### config.mk
export PLATFORM = sky130hd
export DESIGN_NAME = multiplier_8bits_rom
export DESIGN_NICKNAME = d
export VERILOG_FILES = /design/src/rtl/mult_rom_pkg.sv /design/src/rtl/mult_ctrl_rom.sv /design/src/rtl/multiplier_8bits_rom.sv
export SDC_FILE = /design/constraint.sdc
export NUM_CORES = 1
export LEC_CHECK = 0
export BUFFER_PORTS_ARGS = -buffer_cell sky130_fd_sc_hd__clkbuf_2
export CAP_MARGIN = 15
export CORE_UTILIZATION = 50
export CTS_BUF_LIST = sky130_fd_sc_hd__clkbuf_8
export DETAILED_ROUTE_END_ITERATION = 7
export PLACE_DENSITY_LB_ADDON = 0.25
export SYNTH_ARGS = -nofsm -noshare
export SYNTH_HDL_FRONTEND = slang
export SYNTH_SLANG_ARGS = --single-unit
### constraint.sdc
create_clock -name CLK -period 5.6 [get_ports CLK]
set_input_delay 1.12 -clock CLK [delete_from_list [all_inputs] [get_ports CLK]]
set_output_delay 1.12 -clock CLK [all_outputs]
set_load 0.005 [all_outputs]
### src/rtl/mult_rom_pkg.sv
// Shared definitions for the ROM-sequenced 8x8 shift-and-add multiplier:
// state encoding, control-word layout and iteration count.
package mult_rom_pkg;

   typedef enum logic [1:0] {
      IDLE = 2'd0,
      LOAD = 2'd1,
      ITER = 2'd2,
      DONE = 2'd3
   } state_t;

   // Control word = {next_state[1:0], ld, iter, done}
   localparam int CW_W        = 5;
   localparam int CW_NEXT_LSB = 3;
   localparam int CW_NEXT_W   = 2;
   localparam int CW_LD       = 2;
   localparam int CW_ITER     = 1;
   localparam int CW_DONE     = 0;

   localparam int ROM_AW      = 4;
   localparam int ITERATIONS  = 8;

   typedef struct packed {
      state_t next;
      logic   ld;
      logic   iter;
      logic   done;
   } ctrl_t;

endpackage

### src/rtl/mult_ctrl_rom.sv
// Microcode ROM: {state, start, last-iteration flag} -> {next state, ld, iter, done}.
module mult_ctrl_rom
   import mult_rom_pkg::*;
(
   input  state_t state,
   input  logic   s,
   input  logic   cnt_last,
   output ctrl_t  ctrl
);

   logic [ROM_AW-1:0] addr;
   logic [CW_W-1:0]   word;

   assign addr = {state, s, cnt_last};

   always_comb begin
      word = '0;
      case (addr)
         4'b0000: word = {IDLE, 3'b000};
         4'b0001: word = {IDLE, 3'b000};
         4'b0010: word = {LOAD, 3'b000};
         4'b0011: word = {LOAD, 3'b000};
         4'b0100: word = {ITER, 3'b100};
         4'b0101: word = {ITER, 3'b100};
         4'b0110: word = {ITER, 3'b100};
         4'b0111: word = {ITER, 3'b100};
         4'b1000: word = {ITER, 3'b010};
         4'b1001: word = {DONE, 3'b011};
         4'b1010: word = {ITER, 3'b010};
         4'b1011: word = {DONE, 3'b011};
         4'b1100: word = {IDLE, 3'b000};
         4'b1101: word = {IDLE, 3'b000};
         4'b1110: word = {IDLE, 3'b000};
         4'b1111: word = {IDLE, 3'b000};
         default: word = {IDLE, 3'b000};
      endcase
   end

   assign ctrl = ctrl_t'(word);

endmodule

### src/rtl/multiplier_8bits_rom.sv
// Sequential 8x8 unsigned shift-and-add multiplier sequenced by a microcode ROM.
// Start with S in IDLE; the 16-bit product appears on result when PRONTO pulses.
module multiplier_8bits_rom
   import mult_rom_pkg::*;
(
   input  logic        CLK,
   input  logic        RESET,
   input  logic        S,
   input  logic [7:0]  w,
   input  logic [7:0]  y,
   output logic [15:0] result,
   output logic        PRONTO
);

   state_t      state;
   ctrl_t       ctrl;
   logic [15:0] a;
   logic [7:0]  b;
   logic [15:0] p;
   logic [15:0] p_next;
   logic [3:0]  cnt;
   logic        cnt_last;

   mult_ctrl_rom u_rom (
      .state    (state),
      .s        (S),
      .cnt_last (cnt_last),
      .ctrl     (ctrl)
   );

   assign p_next = b[0] ? p + a : p;

   // cnt_last is registered, so the ROM sees it one ITER cycle after the 8th
   // shift; that trailing cycle has b == 0 and leaves the product unchanged.
   always_ff @(posedge CLK or negedge RESET) begin
      if (!RESET) begin
         state    <= IDLE;
         a        <= '0;
         b        <= '0;
         p        <= '0;
         cnt      <= '0;
         cnt_last <= 1'b0;
         result   <= '0;
         PRONTO   <= 1'b0;
      end else begin
         state <= ctrl.next;
         if (ctrl.ld) begin
            a        <= {8'h00, w};
            b        <= y;
            p        <= '0;
            cnt      <= '0;
            cnt_last <= 1'b0;
         end else if (ctrl.iter) begin
            p        <= p_next;
            a        <= a << 1;
            b        <= b >> 1;
            cnt      <= cnt + 4'd1;
            cnt_last <= (cnt == 4'(ITERATIONS - 1));
         end
         if (ctrl.done)
            result <= p_next;
         PRONTO <= ctrl.done;
      end
   end

endmodule

==> results of run 1 <==
routing by layer:
metal | up-vias | share of wire (%)
met5 | - | 0
met4 | 0 | 1.7
met3 | 15 | 4.2
met2 | 57 | 47
met1 | 1296 | 47
li1 | 1357 | -
worst register-to-register path: stages, from the launching register on:
cell,delay (ns)
dfrtp_1,0.40
ha_1,0.23
fa_1,0.43
a211oi_1,0.29
o21bai_1,0.14
a311oi_1,0.49
nor2_1,0.13
o221ai_1,0.30
xor2_1,0.11
o41ai_1,0.24
power by group through the flow:
stage	clock network, mW	logic (mW)	registers, mW
after floorplan	0	0.843	0.748
after global placement	0	1.07	0.782
after detailed placement	0	1.09	0.789
after CTS	0.348	1.09	0.781
after global routing	0.372	1.25	0.804
final	0.339	1.09	0.781
sequential cells by signal (all words and copies together), names as in the netlist:
name and cells:
state 2, cnt 4, a 16, PRONTO 1
b 8, cnt_last 1, p 16, result 16
worst max-delay path by stage:
stage / start / end / slack, ns
6_report: a[0]$_DFFE_PN0P_ / p[12]$_DFFE_PN0P_ / 2.74
5_1_grt: a[0]$_DFFE_PN0P_ / p[12]$_DFFE_PN0P_ / 2.51
4_1_cts: a[0]$_DFFE_PN0P_ / p[12]$_DFFE_PN0P_ / 2.74
3_5_place_dp: a[0]$_DFFE_PN0P_ / p[12]$_DFFE_PN0P_ / 2.74
3_3_place_gp: a[0]$_DFFE_PN0P_ / p[12]$_DFFE_PN0P_ / 2.83
2_1_floorplan: a[0]$_DFFE_PN0P_ / p[12]$_DFFE_PN0P_ / 3.07
cell families after synthesis:
group / count (synthesis)
compound gates: 113
xor+xnor: 13
fa+ha+maj: 18
buf+inv: 26
flops: 64
mux: 18
simple gates: 111
stage by stage:
stage | cell area, um2 | hold slack [ns] | std cells | util (%) | setup WS (ns)
after floorplan | 3430 | 0.420 | 363 | - | 3.07
after global placement | 3650 | 0.440 | 458 | 56.2 | 2.83
after detailed placement | 3650 | 0.454 | 458 | 56.2 | 2.74
after CTS | 3810 | 0.463 | 474 | 58.7 | 2.74
after global routing | 3810 | 0.487 | 474 | 58.7 | 2.51
final | 3810 | 0.459 | 474 | 58.7 | 2.74
cell type report:
cell class | instances | area (um2) | share of cell area (%)
clock buffers | 10 | 138 | 3.61
clock inverters | 6 | 27.5 | 0.722
inverters | 7 | 26.3 | 0.689
multi-input cells | 273 | 1730 | 45.5
flip-flops and latches | 64 | 1600 | 42.0
well taps | 77 | 96.3 | 2.53
repair buffers | 37 | 190 | 4.99
cells in the mapped netlist (all sizes together) (2+ instances only):
master	instances	area [um2]
dfrtp	64	1600
xor2	6	52.6
inv	6	22.5
o21ai	49	249
and2	2	12.5
a211o	2	17.5
nor2b	6	37.5
nand2	63	239
nor3	3	15.0
buf	3	11.3
a211oi	2	15.0
a22o	11	96.3
nand4	2	12.5
mux2i	18	180
o221ai	4	35.0
nor2	20	75.1
or2	2	12.5
clkbuf	16	60.1
o21a	4	30.0
ha	17	213
a31oi	8	50.1
xnor2	7	61.3
a21o	3	22.5
and3	3	23.8
nor3b	2	15.0
nand3	3	15.0
o211ai	3	22.5
a21oi	22	121
placed cells by master, fill, tap and decap left out, types with 2 or more instances in the layout:
cell and count:
nand2_1 62, o21ai_0 48, a31oi_1 8, o221ai_1 4, buf_4 2, xor2_1 6
dfrtp_1 64, nor2b_1 6, mux2i_1 18, nor2_1 20, nor3_1 3, nand4_1 2
a21oi_1 21, o21a_1 4, ha_1 16, a21o_1 3, a211o_1 2, a22o_1 11
nand3_1 3, o211ai_1 3, clkbuf_8 10, inv_1 8, nor3b_1 2, clkinv_2 4
a211oi_1 2, and2_1 2, clkbuf_2 35, xnor2_1 7, and3_1 2
==> flow_metrics.tcl, run 1 <==
set metrics [dict create \
    drc_errors 3 \
    ant_nets 0 \
    ctsResizeCount 0 \
    routed-via-count 2725 \
    viasPerCell 5.75 \
    crit_path_start_kind "register" \
    worst-path-stages 9 \
    synthMuxAreaShare_pct 5.25 \
    die_area_um2 7200 \
    setup_tns_ns 0 \
    worstHoldEndpoint "state[0]$_DFF_PN0_" \
    synth_xor_area_share_pct 3.32 \
    slew-limit-headroom_pct 45.8 \
    syn_area_um2 3430 \
    slew_viol_final 0 \
    seq_power_share_pct 35.3 \
    p_clk_share_pct 15.3 \
    grt_pass1_vias 2680 \
    r2r-start "a[0]$_DFFE_PN0P_" \
    p_leak_nw 1.78 \
    grt_pass1_wl_um 12900 \
    dr.pass1.iters 6 \
    ys_seq_elements 64 \
    final-setup-viol-count 0 \
    routed_wl_um 7290 \
    rsz0062_at_grt "false" \
    end_kind "register" \
    power.share.switching_pct 43.9 \
    finalNetCount 429 \
    hpwlAfterDp_um 4990 \
    cp_top_family "compound AO/OA/AOI/OAI gates" \
    crit_buf_inv 0 \
    overflow 0 \
    n_antenna_cell 0 \
    cp_slowest_cell "a311oi_1" \
    cp.arrival_ns 3.09 \
    synth_top_family_by_area "compound AO/OA/AOI/OAI gates" \
    ys_seq_area_share_pct 46.7 \
    syn_nets 400 \
    initial_core_util_pct 52.8 \
    period_share_pct 51.0 \
    cts.path.max_buffers 2 \
    ff2ff_setup_slack_ns 2.74 \
    top_usage_layer "met2" \
    hold_path_depth 1 \
    hold_path_class "register to register" \
    max_freq_mhz 350 \
    port_buffers 35 \
    drive_gt1_share_pct 14.6 \
    worstSetupPathType "register to register" \
    comb_power_share_pct 49.4 \
    num-fill-cells 573 \
    p_total_mw 2.21 \
    clock_sinks 64 \
    intPower_mw 1.24 \
    grt_max_degree 72 \
    maxCapViolCount 0 \
    rr_worst_depth 9 \
    ys.flop_type "dfrtp_1" \
    fp.dieW_um 84.8 \
    path_cells "ha_1 -> fa_1 -> a211oi_1 -> o21bai_1 -> a311oi_1 -> nor2_1 -> o221ai_1 -> xor2_1 -> o41ai_1" \
    initialDrtViolationCount 162 \
    power_switching_mw 0.970 \
    use_met1_pct 31.1 \
    hold_viol_final 0 \
    synth_edf_count 0 \
    timing.rr.end "p[12]$_DFFE_PN0P_" \
    clockRootBuffer "clkbuf_8" \
    synthDistinctLibCells 45 \
    crit_required_ns 5.84 \
    antenna_found_initial 0 \
    area_growth_pct 11.2 \
    row_count 29 \
    async_flop_share_pct 100 \
    grt_usage_pct 23.3 \
    period_needed_ns 2.86 \
    clkTransAtPathRegs_ns 0.07 \
    grtUsageMet3_pct 6.03 \
    gp_routability_congestion 0.864 \
    crit_fanout 3 \
    failed_checks "DRC" \
    die_h_um 84.8 \
    synth_area_per_cell_um2 9.45 \
    postCtsHoldBufs 0 \
    synth_warnings 0 \
    cts_buffers 9 \
    synthCells 363 \
    fin_skew_ns 0.00707 \
    cellPowerDensity_nw_per_um2 580 \
    io_pins 36 \
    grt_use_met2_pct 37.5 \
    routedWlPerCell_um 15.4 \
    synth-adder-area-share_pct 6.78 \
    max-vdd-ir-drop_v 0.000221 \
    worstMarginPinSlew_ns 0.813 \
    cts_tree "built" \
    clk_latency_ns 0.35 \
    outcome "complete, but fails checks" \
    synth_compound_area_share_pct 20.6 \
    core_um2 6490 \
    cts_max_level 3 \
    min_from "state[0]$_DFF_PN0_" \
    post-cts-setup-buffers 0 \
    synthSimpleGateAreaFrac_pct 14.5 \
    slowest_delay_ns 0.49 \
]
Power figures use the tool's default switching activity.
==> inputs of run 2 (changes only) <==
- clock period: 5.6 -> 2.5 ns (I/O delays scaled with it)
==> run 2 against run 1 <==
Sequential cell count unchanged. Clock skew increased by 0.0048 ns. Clock power increased to 2.8 times the previous value. Hold slack got worse by 0.29 ns. Final cell count increased by 3.8%. Fmax increased by 12%. Final area increased by 6.9%. Largest cell class unchanged. First-iteration DRC count increased by 8.6%. Count of clock-buffer cells in the layout increased by 2. The run ends with DRC, setup timing left.
==> flow_metrics.tcl, run 2 (synthesis gave the netlist of run 1 again) <==
set metrics [dict create \
    p_clk_share_pct 16.9 \
    grt_pass1_wl_um 13700 \
    hold_viol_final 0 \
    die_area_um2 7200 \
    port_buffers 35 \
    antenna_found_initial 0 \
    end_kind "register" \
    p_leak_nw 1.90 \
    overflow 0 \
    initialDrtViolationCount 176 \
    failed_checks "DRC, setup timing" \
    period_needed_ns 2.55 \
    ant_nets 0 \
    p_total_mw 5.52 \
    max_freq_mhz 393 \
    cts_buffers 9 \
    slew-limit-headroom_pct 56.3 \
    n_antenna_cell 0 \
    cellPowerDensity_nw_per_um2 1350 \
    initial_core_util_pct 52.8 \
    mostFrequentLayoutCells "64 x dfrtp_1, 62 x nand2_1, 43 x o21ai_0" \
    clockRootBuffer "clkbuf_8" \
    cp.arrival_ns 2.77 \
    routed_wl_um 8030 \
    viasPerCell 5.85 \
    grt_max_degree 38 \
    outcome "complete, but fails checks" \
    drc_errors 2 \
    postCtsHoldBufs 0 \
    crit_required_ns 2.72 \
    fin_skew_ns 0.0119 \
    hpwlAfterDp_um 5670 \
    grt_usage_pct 24.7 \
    area_growth_pct 18.8 \
    io_pins 36 \
    pre_cts_ws_ns -0.226 \
    drive_gt1_share_pct 21.4 \
    period_share_pct 102 \
    setup_tns_ns -0.0646 \
    worstSetupPathType "register to register" \
    clk_latency_ns 0.35 \
    clkTransAtPathRegs_ns 0.07 \
    maxCapViolCount 0 \
    cts_tree "built" \
    dr.pass1.iters 6 \
    intPower_mw 3.17 \
    seq_power_share_pct 31.3 \
    clock_sinks 64 \
    cts_max_level 3 \
    worstMarginPinSlew_ns 0.654 \
    max-vdd-ir-drop_v 0.000673 \
    comb_power_share_pct 51.8 \
    crit_path_start_kind "register" \
    slew_viol_final 0 \
    crit_fanout 5 \
    worst_slack_ns -0.0454 \
    reg_top3 "a (16), p (16), result (16)" \
    finalNetCount 448 \
    routed-via-count 2877 \
    gp_routability_congestion 0.887 \
    fp.dieW_um 84.8 \
    row_count 29 \
    rsz0062_at_grt "true" \
    power.share.switching_pct 42.5 \
    die_h_um 84.8 \
    core_um2 6490 \
    routedWlPerCell_um 16.3 \
    hold_path_class "primary input to asynchronous set/reset pin" \
    final_common_cell "dfrtp_1" \
    power_switching_mw 2.35 \
    cts.path.max_buffers 2 \
    grt_pass1_vias 2803 \
    final-setup-viol-count 2 \
]
## run 2: final cells by class
cell class	count	area, um2
Inverter	7	26.3
Tap cell	77	96.3
Multi-Input combinational cell	273	1800
Clock buffer	12	165
Sequential cell	64	1600
Fill cell	546	2420
Timing Repair Buffer	56	345
Clock inverter	3	41.3
## run 2: through the flow
step	hold WS (ns)	util [%]	cell area, um2	std cells
3_5_place_dp	0.455	58.4	3790	475
2_1_floorplan	0.204	-	3440	363
5_1_grt	0.225	62.8	4080	492
4_1_cts	0.190	61.9	4020	490
6_report	0.172	62.8	4080	492
3_3_place_gp	0.441	58.4	3790	475
## run 2: worst paths after layout
kind	end	start	depth (start not counted)	slack [ns]
min in group CLK	b[7]$_DFFE_PN0P_	y[7]	2	0.36
worst max-delay path	p[15]$_DFFE_PN0P_	a[3]$_DFFE_PN0P_	8	-0.05
max in group asynchronous	p[5]$_DFFE_PN0P_	RESET	2	1.70
worst min-delay path	a[8]$_DFFE_PN0P_	RESET	1	0.17
worst min register to register	state[0]$_DFF_PN0_	state[0]$_DFF_PN0_	1	0.46
worst max register to register	p[15]$_DFFE_PN0P_	a[3]$_DFFE_PN0P_	8	-0.05
## run 2: repair_timing
item / 4_1_cts / 5_1_grt
gates cloned: 0 / 0
endpoints found under the setup margin: 9 / 12
gates resized for setup: 5 / 12
buffers inserted: 0 / 2
pin swaps: 3 / 6
## run 2: critical path, cell delays in order (launching register included)
cell      delay (ns)
dfrtp_1         0.41
ha_1            0.38
a21o_1          0.20
a21oi_1         0.29
a211oi_2        0.18
or4b_1          0.54
and3_4          0.21
nand3b_1        0.11
o311ai_2        0.10
## run 2: per-layer routing
layer | vias up | GRT usage (%) | share of wire (%)
li1 | 1389 | - | -
met1 | 1372 | 32.1 | 43
met2 | 94 | 39.7 | 49
met3 | 22 | 5.84 | 5.3
met4 | 0 | 10.8 | 2.6
met5 | - | 0 | 0
## run 2: power by group through the flow
stage	logic [mW]	registers (mW)	clock network, mW
floorplan	1.90	1.68	0
global placement	2.63	1.72	0
detailed placement	2.72	1.74	0
CTS	2.76	1.72	0.944
global route	3.23	1.77	0.990
finish	2.86	1.73	0.933
